==> config.mk <==
export PLATFORM = sky130hd
export DESIGN_NAME = demux16_deser
export DESIGN_NICKNAME = d
export VERILOG_FILES = /design/src/rtl/demux_pkg.sv /design/src/rtl/onehot_dec.sv /design/src/rtl/demux16_deser.sv
export SDC_FILE = /design/constraint.sdc
export NUM_CORES = 1
export LEC_CHECK = 0
export CORE_UTILIZATION = 35
export CTS_BUF_LIST = sky130_fd_sc_hd__clkbuf_8
export DETAILED_ROUTE_END_ITERATION = 7
export SLEW_MARGIN = 25
export SYNTH_ARGS = -nofsm -noshare
export SYNTH_HDL_FRONTEND = slang
export SYNTH_SLANG_ARGS = --single-unit
==> constraint.sdc <==
create_clock -name clk -period 4.57 [get_ports clk]
set_input_delay 0.914 -clock clk [delete_from_list [all_inputs] [get_ports clk]]
set_output_delay 0.914 -clock clk [all_outputs]
set_load 0.005 [all_outputs]
==> src/rtl/demux_pkg.sv <==
// Shared definitions for the serial-to-parallel bit demultiplexer:
// the FILL/HOLD state encoding and the default word width.
package demux_pkg;

  localparam int DEFAULT_WIDTH = 16;

  typedef enum logic {
    FILL = 1'b0,
    HOLD = 1'b1
  } state_t;

endpackage

==> src/rtl/onehot_dec.sv <==
// Binary position select to one-hot bit mask of WIDTH bits.
module onehot_dec #(
  parameter  int WIDTH = 16,
  localparam int SEL_W = $clog2(WIDTH)
) (
  input  logic [SEL_W-1:0] sel,
  output logic [WIDTH-1:0] onehot
);

  always_comb begin
    onehot      = '0;
    onehot[sel] = 1'b1;
  end

endmodule

==> src/rtl/demux16_deser.sv <==
// Routes serial bits into a WIDTH-bit word, either by an auto-incrementing
// pointer or by explicit select, and hands the word off once every position is written.
module demux16_deser
  import demux_pkg::*;
#(
  parameter  int WIDTH = DEFAULT_WIDTH,
  localparam int SEL_W = $clog2(WIDTH)
) (
  input  logic             clk,
  input  logic             rst_n,
  input  logic             in_bit,
  input  logic             in_valid,
  output logic             in_ready,
  input  logic             sel_mode,
  input  logic [SEL_W-1:0] sel,
  input  logic             flush,
  output logic [WIDTH-1:0] out,
  output logic             out_valid,
  input  logic             out_ready,
  output logic [SEL_W-1:0] ptr
);

  state_t           state;
  logic [WIDTH-1:0] mask;
  logic [WIDTH-1:0] hot;
  logic [WIDTH-1:0] mask_nxt;
  logic [SEL_W-1:0] idx;
  logic             accept;

  assign idx      = sel_mode ? sel : ptr;
  assign accept   = in_valid && in_ready;
  assign mask_nxt = mask | hot;

  onehot_dec #(.WIDTH(WIDTH)) u_dec (
    .sel    (idx),
    .onehot (hot)
  );

  // Handshake flags are pure decodes of the state register, so they stay glitch-free.
  assign in_ready  = (state == FILL);
  assign out_valid = (state == HOLD);

  always_ff @(posedge clk) begin
    if (!rst_n) begin
      state <= FILL;
      out   <= '0;
      mask  <= '0;
      ptr   <= '0;
    end else begin
      case (state)
        FILL: begin
          // Flush wins over a bit presented in the same cycle.
          if (flush) begin
            out  <= '0;
            mask <= '0;
            ptr  <= '0;
          end else if (accept) begin
            out  <= (out & ~hot) | (in_bit ? hot : '0);
            mask <= mask_nxt;
            if (!sel_mode) ptr <= ptr + SEL_W'(1);
            if (&mask_nxt) state <= HOLD;
          end
        end
        HOLD: begin
          if (out_ready) begin
            state <= FILL;
            out   <= '0;
            mask  <= '0;
            ptr   <= '0;
          end
        end
        default: state <= FILL;
      endcase
    end
  end

endmodule

# Word-level counts from Yosys, hierarchy flattened
# Cells that the tools add are included.
# word_totals
reg_bits,37
# op_classes
n_addsub,1
n_lt_le_gt_ge,2
n_eq_ne,3
mux,21
bitwise,5
reduce_logical,5
# op_table
op,n
$mux 16,6
$pmux 16 s2,2
$or 16x16->16,2
$mux 4,5
$and 16x16->16,1
$not 16->16,1
$reduce_and 16->1,1
$pmux 4 s2,1
$lt 4x5->1 const B,1
$mux 1,5
$add 4x1->4 const B,1
$demux 1 s4,1
$ge 4x1->1 const B,1
$ne 3x1->1 const B,1
$ne 3x2->1 const B,1
$reduce_and 3->1,1
$logic_and 1x1->1,2
$ne 2x2->1 const B,1
$pmux 1 s2,1
$reduce_and 2->1,1
$not 1->1,1

# Longest topological paths before layout
# depth
word_depth,11
depth_mapped,7

# Hierarchy
# Synthesis repeated with hierarchy kept, for this count alone.
# unflattened
cells_unflattened,189
hier_area_um2,1790.5
# by_module_without_submodules
mod,n_inst,cells_each,area_per_inst_um2,seq_area_each_um2
demux16_deser,1,169,1564.0,740.7
onehot_dec,1,20,226.5,0.0

# Worst setup path before layout
# OpenSTA, ideal clock, no wires.
# synth_timing
path_kind,input port to flip-flop
start,input port sel_mode
end,"register state, in the netlist out_valid"
setup_time_ns,0.087
arrival_ns,2.293
t_required_ns,4.483
slack_ns,2.190
path_stages,6
path_buffers,1
path_cell_list,buf_4 -> or3b_4 -> a2bb2oi_2 -> o22ai_1 -> or4_1 -> o31ai_1
# synth_via
elab_chain_len,11
# synth_rtl
element,line,rtl
"start, declared",demux16_deser.sv:14,"input logic sel_mode,"
$mux 4 (*),demux16_deser.sv:30,assign idx = sel_mode ? sel : ptr;
$lt 4x5->1 (implied by the code) / $ge 4x1->1 (equally long branches),onehot_dec.sv:12,onehot[sel] = 1'b1;
$logic_and 1x1->1 (implied by the code),onehot_dec.sv:12,
$mux 1 (implied by the code),onehot_dec.sv:12,
$demux 1 s4 (*),-,
$or 16x16->16 (*),demux16_deser.sv:32,assign mask_nxt = mask | hot;
$reduce_and 16->1 (*),demux16_deser.sv:61,if (&mask_nxt) state <= HOLD;
$mux 1 (*),demux16_deser.sv:61,
$mux 1 (*),demux16_deser.sv:57,end else if (accept) begin
$mux 1 (*),demux16_deser.sv:53,if (flush) begin
$pmux 1 s2 (*),demux16_deser.sv:50,case (state)
"end signal, assigned",demux16_deser.sv:61,
"end signal, assigned",demux16_deser.sv:66,state <= FILL;
"end signal, assigned",demux16_deser.sv:72,default: state <= FILL;
"end, declared",demux16_deser.sv:23,state_t state;
# Every way passes the cells marked *; elsewhere a longest branch is shown, timed or not.
# A chain may end at the register's enable or synchronous reset.

# Worst setup path after layout
# Ends and elaborated chain as after synthesis.

==> reports/qor.csv <==
metric;value;unit
cts_tree;yes;
crit_type;in2reg;
core;4790;um^2
fin_worst_skew;2.16;ps
syn_nets;214;
ys_warn_count;0;
wl_per_cell;13.8;um
setup_viol;0;
initial_core_util;36.7;%
clockBufferDepth;2;
synth_area_leaders;dfxtp_1 42%, mux2i_1 9.7%, nor2_1 7.7%;
initialDrtViolationCount;88;
die_x;72.8;um
clock_sinks;37;
grt_overflow;0;
synth.distinct_cells;40;
numCtsBuffers;5;
whs_path_depth;2;
grt_usage;17.6;%
maxCapViolCount;0;
tns;0;ps
syn_to_final_growth;27.8;%
mostFrequentLayoutCell;dfxtp_1;
dieArea;5300;um^2
fillCellCount;500;
synth_edf_count;0;
max_freq;0.320;GHz
placedCellCount;293;
gp_congestion;0.826;
avgSynthCellArea;8.69;um^2
synthArstFlopShare;0;%
postSynthCellCount;202;
ctsHtreeMaxLevel;2;
crit_buf_inv;1;
antenna_found_initial;0;
cts.repair.resized;0;
start_kind;primary input;
fin_crit;3120;ps
avgViaCountPerCell;5.08;
status;completed;
yosys.area.top_type;dfxtp_1;
crit_cells;6;
layout_common_cells;37 x dfxtp_1, 36 x nor2_1, 32 x clkdlybuf4s50_1;
worst_slew_pin_slew;908;ps
crit_fanout;17;
finalHoldViolations;0;
hpwl;2.93;mm
synth.cell_area;1760;um^2
grt_max_degree;33;
io_buffers;32;
clk_pin_slew;70;ps
fin_hold_ws;476;ps
vias;1529;
drv_slew;0;
power_density;297;nW/um^2
drive_gt1_share;8.12;%
power_leakage;0.000898;uW
yosysTopAreaCellShare;42.2;%
end_kind;flip-flop;
ir_drop;0.182;mV
ys.flop_type;dfxtp_1;
grt_pass1_vias;1440;
postCtsSetupBuffers;0;
diodes;0;
ant_nets;0;
seq_area_frac_synth;42.2;%
nets;245;
crit_chain;clkdlybuf4s50_1 -> nor3b_1 -> or2_0 -> a21oi_1 -> or4_1 -> o31ai_1;
final_cells;301;
max-slew-margin-rel;39.3;%
hold_class;reg2reg;
clk_latency;290;ps
wl;4.16;mm
drc_errors;0;
die_h;72.8;um
required;4780;ps
crit_slowest_cell;clkdlybuf4s50_1;
ioPinCount;33;
critical_path.top_delay_family;simple AND/OR/NAND/NOR gates;
reg2reg_depth;5;
fin_crit_sh;68.3;%
cts_root_buffer;clkbuf_8;
first_pass_iters;4;
ys_ff_latch;37;
grt_setup_unrepaired;false;
cp_slowest_stage_delay;660;ps
num_rows;25;
cts_hold_buf;0;
grt_pass1_wl;7.19;mm
worstPathArrival;3330;ps
worst paths after layout:
| check | from | to | slack [ps] |
|---|---|---|---|
| worst max-delay path | sel_mode | out_valid | 1450 |
| worst min-delay path | mask[5] | mask[5] | 480 |
| worst max register to register | ptr[1] | out_valid | 2300 |
| worst min register to register | mask[5] | mask[5] | 480 |
through the flow:
step / util, % / area [um^2] / power, uW / worst slack (ps)
2_1_floorplan: - / 1760 / 369 / 2190
3_3_place_gp: 44.5 / 2130 / 394 / 1250
3_5_place_dp: 44.5 / 2130 / 393 / 1180
4_1_cts: 46.9 / 2240 / 672 / 1480
5_1_grt: 46.9 / 2240 / 693 / 1220
6_report: 46.9 / 2240 / 666 / 1450
flip-flops by register name, indices dropped and copies added (netlist names):
name and cells:
out 16, mask 16, out_valid 1, ptr 4
worst register-to-register path, delay by kind of cell (launching register included):
kind,cells,cell delay (ps)
AND/OR/NAND/NOR,3,1320
AO/OA/AOI/OAI,2,380
flip-flops,1,490
cells in the mapped netlist (all sizes together) (2+ instances only):
library cell	count
a21oi	22
a22oi	4
a2bb2oi	4
and3	5
and3b	2
buf	2
clkbuf	7
dfxtp	37
mux2i	17
nand2	6
nand3	17
nand3b	4
nor2	36
nor2b	3
nor3	4
nor3b	3
o22a	4
o22ai	5
or2	4
or3b	3
or4	2
xor2	2
layout make-up:
class                           instances  area (um^2)  area share [%]
Clock buffer                            5         68.8            3.07
Clock inverter                          3         42.5            1.90
Timing Repair Buffer                   33          328            14.6
Tap cell                               67         83.8            3.74
Sequential cell                        37          741            33.0
Inverter                                1         3.75           0.167
Multi-Input combinational cell        155          976            43.5
power by group:
group	switching (uW)	internal (uW)	total [uW]
logic	35.5	24.4	60.0
registers	1.71	324	326
clock network	119	162	280
total	156	510	666
cell families after synthesis:
kind of cell,after synthesis,share of synthesized area (%)
buf+inv,10,2.42
xor+xnor,2,0.998
fa+ha+maj,1,0.713
mux,17,9.69
flops,37,42.2
simple gates,92,27.9
compound gates,43,16.0
layer usage:
layer	track usage, %	up-vias	wire [um]
li1	-	787	-
met1	25.4	704	2190
met2	25.1	33	1740
met3	4.56	5	188
met4	6.54	0	38
met5	0	-	0
(Power assumes the default switching activity.)
